--- config.mk ---
export PLATFORM = sky130hd
export DESIGN_NAME = i2c_txn_arbiter
export DESIGN_NICKNAME = d
export VERILOG_FILES = /design/src/rtl/i2c_txn_arbiter.sv
export SDC_FILE = /design/constraint.sdc
export NUM_CORES = 1
export LEC_CHECK = 0
export ABC_AREA = 1
export CAP_MARGIN = 20
export CELL_PAD_IN_SITES_DETAIL_PLACEMENT = 1
export CELL_PAD_IN_SITES_GLOBAL_PLACEMENT = 1
export CORE_ASPECT_RATIO = 0.6
export CORE_MARGIN = 4
export CORE_UTILIZATION = 29
export DETAILED_ROUTE_END_ITERATION = 12
export GPL_ROUTABILITY_DRIVEN = 0
export HOLD_SLACK_MARGIN = 0.12
export PLACE_DENSITY = 0.86
export SLEW_MARGIN = 20
export SYNTH_ARGS = -nofsm -noshare
export SYNTH_HDL_FRONTEND = slang
export SYNTH_SLANG_ARGS = --single-unit
--- constraint.sdc ---
create_clock -name clock -period 1.2 [get_ports clock]
set_input_delay 0.18 -clock clock [delete_from_list [all_inputs] [get_ports clock]]
set_output_delay 0.18 -clock clock [all_outputs]
set_load 0.02 [all_outputs]
--- src/rtl/i2c_txn_arbiter.sv ---
// Two-requester round-robin arbiter and transaction sequencer for the reduced I2C master.
// Grants the master to one requester, drives its WR/RD level controls and write byte,
// counts completed bytes against the requested length and waits for master idle on release.
// Optional watchdog: define I2C_ARB_TIMEOUT_EN to abort RUN/STOP_WAIT after TIMEOUT_CYC cycles.
module i2c_txn_arbiter #(
  parameter int unsigned IDLE_GAP    = 4,      // min 1
  parameter int unsigned TIMEOUT_CYC = 500000  // min 2
) (
  input  logic        clock,
  input  logic        rst_n,
  input  logic [1:0]  req,
  input  logic [1:0]  req_rnw,
  input  logic [15:0] req_len,
  input  logic [15:0] req_wdata,
  output logic [1:0]  gnt,
  output logic [1:0]  byte_done,
  output logic [7:0]  rdata,
  output logic [1:0]  rdata_valid,
  output logic [1:0]  done,
  output logic [1:0]  err,
  output logic        m_wr,
  output logic        m_rd,
  output logic [7:0]  m_wdata,
  input  logic [7:0]  m_rdata,
  input  logic [3:0]  m_main_state,
  input  logic [4:0]  m_i2c_state,
  input  logic        m_scl_fallingedge,
  input  logic        m_nack
);

  localparam int unsigned GapW = (IDLE_GAP > 1) ? $clog2(IDLE_GAP) : 1;

  typedef enum logic [2:0] {StIdle, StGrant, StRun, StStopWait, StGap} state_e;

  state_e          state_q, state_d;
  logic [1:0]      gnt_q, gnt_d;
  logic            sel_q, sel_d;      // index of the granted requester
  logic            prio_q, prio_d;    // requester favoured on a tie
  logic            rnw_q, rnw_d;
  logic [8:0]      len_q, len_d;      // 1..256 bytes
  logic [8:0]      cnt_q, cnt_d;
  logic            abort_q, abort_d;
  logic [GapW-1:0] gap_q, gap_d;
  logic            m_wr_q, m_wr_d, m_rd_q, m_rd_d;
  logic [7:0]      rdata_q, rdata_d;
  logic [1:0]      byte_done_q, byte_done_d;
  logic [1:0]      rdata_valid_q, rdata_valid_d;
  logic [1:0]      done_q, done_d, err_q, err_d;
  logic            pick;
  logic [7:0]      len_byte;
  logic            byte_strobe;

`ifdef I2C_ARB_TIMEOUT_EN
  localparam int unsigned WdW = $clog2(TIMEOUT_CYC);
  logic [WdW-1:0] wdog_q, wdog_d;
`else
  // No watchdog: a hung master stalls the arbiter until reset.
  logic unused_timeout;
  assign unused_timeout = ^TIMEOUT_CYC;
`endif

  // Next-state, sequencing and output-pulse logic.
  always_comb begin
    state_d       = state_q;
    gnt_d         = gnt_q;
    sel_d         = sel_q;
    prio_d        = prio_q;
    rnw_d         = rnw_q;
    len_d         = len_q;
    cnt_d         = cnt_q;
    abort_d       = abort_q;
    gap_d         = gap_q;
    m_wr_d        = m_wr_q;
    m_rd_d        = m_rd_q;
    rdata_d       = rdata_q;
    byte_done_d   = 2'b00;
    rdata_valid_d = 2'b00;
    done_d        = 2'b00;
    err_d         = 2'b00;
    pick          = (req == 2'b11) ? prio_q : req[1];
    len_byte      = pick ? req_len[15:8] : req_len[7:0];
    // A byte is complete when data_0 finishes inside a read or write transfer.
    byte_strobe   = m_scl_fallingedge && (m_i2c_state == 5'd7) &&
                    ((m_main_state == 4'd3) || (m_main_state == 4'd4));

    unique case (state_q)
      StIdle: begin
        if (|req) begin
          sel_d   = pick;
          gnt_d   = pick ? 2'b10 : 2'b01;
          rnw_d   = req_rnw[pick];
          len_d   = (len_byte == 8'd0) ? 9'd256 : {1'b0, len_byte};
          cnt_d   = 9'd0;
          abort_d = 1'b0;
          state_d = StGrant;
        end
      end
      StGrant: begin
        m_wr_d  = ~rnw_q;
        m_rd_d  = rnw_q;
        state_d = StRun;
      end
      StRun: begin
        if (byte_strobe) begin
          cnt_d       = cnt_q + 9'd1;
          byte_done_d = gnt_q;
          if (rnw_q) begin
            rdata_d       = m_rdata;
            rdata_valid_d = gnt_q;
          end
        end
        if (m_nack) begin
          m_wr_d  = 1'b0;
          m_rd_d  = 1'b0;
          abort_d = 1'b1;
          state_d = StStopWait;
        end else if (m_scl_fallingedge && (m_i2c_state == 5'd0) && (cnt_q == len_q)) begin
          // Release only once the next byte starts so the last ack bit has completed.
          m_wr_d  = 1'b0;
          m_rd_d  = 1'b0;
          state_d = StStopWait;
        end
      end
      StStopWait: begin
        if (m_main_state == 4'd0) begin
          done_d  = gnt_q;
          err_d   = abort_q ? gnt_q : 2'b00;
          gnt_d   = 2'b00;
          prio_d  = ~sel_q;
          gap_d   = '0;
          state_d = StGap;
        end
      end
      StGap: begin
        if (gap_q == GapW'(IDLE_GAP - 1)) state_d = StIdle;
        else                              gap_d   = gap_q + GapW'(1);
      end
      default: state_d = StIdle;
    endcase

`ifdef I2C_ARB_TIMEOUT_EN
    wdog_d = wdog_q;
    if (state_q == StGrant) begin
      wdog_d = '0;
    end else if ((state_q == StRun) || (state_q == StStopWait)) begin
      wdog_d = wdog_q + WdW'(1);
      // Expiry lands done/err TIMEOUT_CYC cycles after the GRANT cycle.
      if (wdog_q == WdW'(TIMEOUT_CYC - 2)) begin
        m_wr_d        = 1'b0;
        m_rd_d        = 1'b0;
        byte_done_d   = 2'b00;
        rdata_valid_d = 2'b00;
        done_d        = gnt_q;
        err_d         = gnt_q;
        gnt_d         = 2'b00;
        prio_d        = ~sel_q;
        gap_d         = '0;
        state_d       = StGap;
      end
    end
`endif
  end

  // State and registered outputs.
  always_ff @(posedge clock or negedge rst_n) begin
    if (!rst_n) begin
      state_q       <= StIdle;
      gnt_q         <= 2'b00;
      sel_q         <= 1'b0;
      prio_q        <= 1'b0;
      rnw_q         <= 1'b0;
      len_q         <= 9'd0;
      cnt_q         <= 9'd0;
      abort_q       <= 1'b0;
      gap_q         <= '0;
      m_wr_q        <= 1'b0;
      m_rd_q        <= 1'b0;
      rdata_q       <= 8'h00;
      byte_done_q   <= 2'b00;
      rdata_valid_q <= 2'b00;
      done_q        <= 2'b00;
      err_q         <= 2'b00;
    end else begin
      state_q       <= state_d;
      gnt_q         <= gnt_d;
      sel_q         <= sel_d;
      prio_q        <= prio_d;
      rnw_q         <= rnw_d;
      len_q         <= len_d;
      cnt_q         <= cnt_d;
      abort_q       <= abort_d;
      gap_q         <= gap_d;
      m_wr_q        <= m_wr_d;
      m_rd_q        <= m_rd_d;
      rdata_q       <= rdata_d;
      byte_done_q   <= byte_done_d;
      rdata_valid_q <= rdata_valid_d;
      done_q        <= done_d;
      err_q         <= err_d;
    end
  end

`ifdef I2C_ARB_TIMEOUT_EN
  // Watchdog counter.
  always_ff @(posedge clock or negedge rst_n) begin
    if (!rst_n) wdog_q <= '0;
    else        wdog_q <= wdog_d;
  end
`endif

  // Write byte follows the granted requester; zero when nobody holds the master.
  always_comb begin
    m_wdata = 8'h00;
    if (gnt_q[0])      m_wdata = req_wdata[7:0];
    else if (gnt_q[1]) m_wdata = req_wdata[15:8];
  end

  assign gnt         = gnt_q;
  assign byte_done   = byte_done_q;
  assign rdata       = rdata_q;
  assign rdata_valid = rdata_valid_q;
  assign done        = done_q;
  assign err         = err_q;
  assign m_wr        = m_wr_q;
  assign m_rd        = m_rd_q;

endmodule

# Word-level counts from Yosys, hierarchy flattened
# Cells that the tools add are included.
dict set report op_classes {
  addsub 2
  magnitude_cmp 1
  n_eq_ne 17
  mux 39
  bitwise_logic 2
  n_reduce_logical 23
}
# operator n
set op_table {}
lappend op_table {{$mux W2} 14}
lappend op_table {{$mux W9} 3}
lappend op_table {{$mux W8} 3}
lappend op_table {{$pmux W9 S2} 1}
lappend op_table {{$mux W3} 5}
lappend op_table {{$pmux W3 S5} 1}
lappend op_table {{$reduce_and A3 Y1} 5}
lappend op_table {{$ne A2 B2 Y1 const B} 6}
lappend op_table {{$add A9 B1 Y9 const B} 1}
lappend op_table {{$eq A9 B9 Y1} 1}
lappend op_table {{$logic_not A8 Y1} 1}
lappend op_table {{$pmux W2 S2} 2}
lappend op_table {{$reduce_bool A2 Y1} 4}
lappend op_table {{$mux W1} 7}
lappend op_table {{$eq A3 B2 Y1 const B} 2}
lappend op_table {{$pmux W1 S2} 3}
lappend op_table {{$reduce_and A2 Y1} 3}
lappend op_table {{$eq A5 B3 Y1 const B} 1}
lappend op_table {{$logic_not A5 Y1} 1}
lappend op_table {{$eq A2 B2 Y1 const B} 2}
lappend op_table {{$eq A4 B2 Y1 const B} 1}
lappend op_table {{$eq A4 B3 Y1 const B} 1}
lappend op_table {{$logic_and A1 B1 Y1} 4}
lappend op_table {{$logic_not A4 Y1} 1}
lappend op_table {{10 further kinds} 11}
dict set report word_totals {
  register_bits 47
  output_inout_bits 28
  elab_cells 100
}

# Logic depth before layout (Yosys ltp)
dict set report depth {
  ltp_word 6
  depth_mapped 11
  depth_no_buf 11
}

# Worst setup path before layout
# OpenSTA, ideal clock, no wires.
dict set report synth_timing {
  path_kind {reg2out}
  startpoint {reg gnt_q[0], in the netlist gnt[0]}
  endpoint {out m_wdata[0]}
  arrival_time_ns 1.248
  required_time_ns 1.020
  setup_slack_ns -0.228
  path_stages_with_launch 6
  cell_sequence {dfrtp_1 -> buf_2 -> inv_1 -> clkbuf_1 -> nand3_1 -> nand2_1}
}
dict set report synth_via {
  elab_chain_cells 1
}
# item line_no
set synth_rtl {}
lappend synth_rtl {{start: declaration} 36} ;# logic [1:0] gnt_q, gnt_d;
lappend synth_rtl {{start signal: assignment} 185} ;# gnt_q <= gnt_d;
lappend synth_rtl {{$mux W8} 214} ;# if (gnt_q[0]) m_wdata = req_wdata[7:0];
lappend synth_rtl {{end: declaration} 23} ;# output logic [7:0] m_wdata,
# Every way passes these cells.

# Final worst setup path
dict set report layout_timing {
  startpoint {reg cnt_q[0]}
  endpoint {reg m_wr_q, in the netlist m_wr}
}
dict set report layout_via {
  elab_chain_cells 4
}
# item line_no
set layout_rtl {}
lappend layout_rtl {{start: declaration} 41} ;# logic [8:0] cnt_q, cnt_d;
lappend layout_rtl {{start signal: assignment} 190} ;# cnt_q <= cnt_d;
lappend layout_rtl {{$eq A9 B9 Y1} 117} ;# end else if (m_scl_fallingedge && (m_i2c_state == 5'd0) && (cnt_q == len_q)) begin
lappend layout_rtl {{$logic_and A1 B1 Y1} 117}
lappend layout_rtl {{$ne A3 B3 Y1 (no source line)} n/a}
lappend layout_rtl {{$reduce_and A2 Y1 (no source line)} n/a}
lappend layout_rtl {{end signal: assignment} 193} ;# m_wr_q <= m_wr_d;
lappend layout_rtl {{end: declaration} 44} ;# logic m_wr_q, m_wr_d, m_rd_q, m_rd_d;
# Every way passes these cells.
# A chain may end at the register's enable or synchronous reset.

==> flow_summary.yaml <==
finish:
  layout.cells.most_common_list: "sky130_fd_sc_hd__buf_4, sky130_fd_sc_hd__nand2_1, sky130_fd_sc_hd__clkdlybuf4s50_1"
  finish.instance_area_um2: 5130
  antennaDiodeCount: 0
  layout.nets: 563
  utilization_pct: 60.4
  layout_commonest_cell: "sky130_fd_sc_hd__buf_4"
  layout-drive-gt1-share_pct: 52.7
  layout-area-overhead-vs-synth_pct: 104
clock_tree:
  deepest_level_of_the_cts_h_tree: 2
  clk_pin_slew_worst_paths_ns: 0.08
  clkLatencyLatePin_ns: 0.30
  tritoncts: "yes"
  cts.root.buffer_cell: "sky130_fd_sc_hd__clkbuf_16"
  ctsLongestPathBuffers: 2
  clock_sinks: 47
  cts_made_buffers: 5
drt:
  remaining_routing_drc_violations: 0
  route.final.wire_length_mm: 14.0
  drt-wirelength-per-cell_um: 22.6
  ant_nets: 0
  drt_first_pass_iters: 4
  route.detailed.vias_per_inst: 5.14
  drt_iter0_drcs: 193
  num_vias: 3172
placed_design:
  buffers_on_ports: 84
  dp_worst_setup_slack_ns: -0.616
  dpl.hpwl_mm: 7.16
  place_area_um2: 3830
timing:
  hold-worst-slack_ns: 0.398
  final_period_minus_worst_setup_slack_ns: 1.68
  worst_slack_ns: -0.482
  layout_worst_path_cycle_share_pct: 140
  report.final.hold_viol_count: 0
  timing.final.max_slew_violations: 0
  slew_headroom_pct: 76.3
  rsz0062_at_grt: "true"
  report.final.setup_viol: 53
  fmax_ghz: 0.595
  tightest_slew_ns: 0.355
  finalClockSkew_ns: 0.0114
synthesis:
  synth_compound_gate_area_share_pct: 8.64
  yosysTopAreaCell: "sky130_fd_sc_hd__dfrtp_1"
  mappedNetlistNets: 390
  synthXorXnorAreaFrac_pct: 1.04
  synth_top_family_by_area: "simple AND/OR/NAND/NOR gates"
  synthesis_warning_total: 0
  post_synth.cell_area_avg_um2: 7.61
  yosys-top-cells-area: "sky130_fd_sc_hd__dfrtp_1, sky130_fd_sc_hd__nand2_1, sky130_fd_sc_hd__nand3_1"
  ys_seq_area_share_pct: 46.7
  synth_cell_type_count: 31
  post_synthesis_share_of_cell_area_spent_on_and_or_nand_and_nor_gates_pct: 33.6
  post_synth_mux_area_share_pct: 0
  synth_area_um2: 2520
  synthAdderAreaFrac_pct: 0.994
  syn-instance-count: 331
  synth_top_cell_area_share_pct: 46.7
  ys_ff_latch: 47
status:
  violations: "setup timing"
  status: "complete, but fails checks"
die:
  ports: 85
  initial_cell_density_of_the_core_pct: 29.7
  core_area_um2: 8490
  die_x_um: 128
  die-area_um2: 10300
  vertical_die_dimension_um: 80.2
  rows: 26
power:
  p_total_mw: 9.48
  ir_drop_mv: 0.760
  pwr_density_cell_nw_per_um2: 1850
  power.leakage_nw: 2.52
setup_path:
  crit_fanout: 4
  element_type_at_the_critical_path_start: "flop"
  timing.reg2reg.worst_path_depth: 9
  critical_path_arrival_ns: 1.85
  cp_data_required_time_ns: 1.37
  setup.worst_path.class: "reg2reg"
  critPathCaptureType: "flop"
run:
  maxCapViolations: 0
min_path:
  hold_path.class: "in2async"
global_route:
  antenna_found_initial: 0
  grt_start_max_net_pins: 48
  grt_use_total_pct: 23.0
  first_global_vias: 3523
  grt_pass1_wl_mm: 18.4
  global_route.overflow_total: 0
-- power by group --
group / switching (mW) / total (mW) / internal [mW]
sequential: 0.413 / 2.32 / 1.90
combinational: 3.06 / 5.48 / 2.42
clock: 0.689 / 1.68 / 0.993
total: 4.16 / 9.48 / 5.32
-- sequential cells by signal (all words and copies together) (netlist names), 3 cells and up --
register	flops
len_q	9
rdata	8
state_q	3
cnt_q	9
-- metrics by stage --
stage | std cells | setup TNS [ns]
6_report | 617 | -11.70
5_1_grt | 617 | -14.18
3_5_place_dp | 565 | -24.95
2_1_floorplan | 331 | -0.104
4_1_cts | 600 | -5.97
3_3_place_gp | 565 | -21.43
-- cells by family after synthesis --
kind of cell / after synthesis
XOR/XNOR: 3
AO/OA/AOI/OAI: 37
buffers and inverters: 51
flip-flops: 47
AND/OR/NAND/NOR: 191
adder cells (fa/ha/maj): 2
-- layout make-up --
class                      instances  area, um^2
clock buffer                       5         125
sequential                        47        1180
timing repair inverter             1        6.26
multi-input combinational        234        1760
timing repair buffer             173        1680
fill                             951        3360
inverter                          42         188
clock inverter                     3        46.3
tap                              112         140
-- critical path, stage by stage (launching register included) --
cell and delay, ns:
sky130_fd_sc_hd__dfrtp_2 0.45, sky130_fd_sc_hd__nand2_1 0.11, sky130_fd_sc_hd__nand2_1 0.10, sky130_fd_sc_hd__nor2_2 0.19
sky130_fd_sc_hd__nand2_2 0.11, sky130_fd_sc_hd__nor2_4 0.13, sky130_fd_sc_hd__buf_4 0.15, sky130_fd_sc_hd__nand3_2 0.08
sky130_fd_sc_hd__nand3_1 0.12, sky130_fd_sc_hd__o21ai_0 0.10
-- cells in the mapped netlist --
cell type,count
sky130_fd_sc_hd__nand2_1,107
sky130_fd_sc_hd__nand3b_1,1
sky130_fd_sc_hd__inv_2,3
sky130_fd_sc_hd__buf_12,1
sky130_fd_sc_hd__inv_1,39
sky130_fd_sc_hd__a21oi_1,1
sky130_fd_sc_hd__nor2_1,26
sky130_fd_sc_hd__o21ai_4,1
sky130_fd_sc_hd__a31oi_1,1
sky130_fd_sc_hd__buf_6,1
sky130_fd_sc_hd__o22ai_1,2
sky130_fd_sc_hd__nor2_2,1
sky130_fd_sc_hd__o21a_1,1
sky130_fd_sc_hd__buf_4,2
sky130_fd_sc_hd__ha_1,2
sky130_fd_sc_hd__o21ai_1,3
sky130_fd_sc_hd__nor3_1,9
sky130_fd_sc_hd__or2_2,3
sky130_fd_sc_hd__nand4_1,6
sky130_fd_sc_hd__xnor2_1,3
sky130_fd_sc_hd__nor2_8,1
sky130_fd_sc_hd__o21ai_0,24
sky130_fd_sc_hd__nand3_4,1
sky130_fd_sc_hd__a21oi_2,4
sky130_fd_sc_hd__nand2_4,2
sky130_fd_sc_hd__buf_2,3
sky130_fd_sc_hd__clkbuf_1,1
sky130_fd_sc_hd__buf_1,1
sky130_fd_sc_hd__dfrtp_1,47
sky130_fd_sc_hd__nor4_1,2
sky130_fd_sc_hd__nand3_1,32
-- worst paths after layout --
path | start | endpoint | slack [ns]
worst max-delay path | cnt_q[0] | m_wr | -0.48
max in group asynchronous | rst_n | rnw_q | 0.53
worst min register to register | rdata[7] | rdata[7] | 0.50
min in group clock | m_rdata[6] | rdata[6] | 0.45
worst max register to register | cnt_q[0] | m_wr | -0.48
worst min-delay path | rst_n | cnt_q[6] | 0.40
-- metal layers --
metal	share of wire [%]	vias up	global-route usage (%)
met2	49	131	40.3
met1	43	1581	27.7
li1	-	1418	-
met4	3.8	0	7.63
met5	0	-	0
met3	4.8	42	5.71
-- what timing repair did --
item | CTS | global route
hold endpoints to repair | 47 | 0
pin swaps | 28 | 41
gates cloned | 4 | 2
endpoints found under the setup margin | 75 | 68
buffers inserted | 23 | 18
gates resized for setup | 209 | 125
hold buffers | 1 | 0
Power figures use the tool's default switching activity.
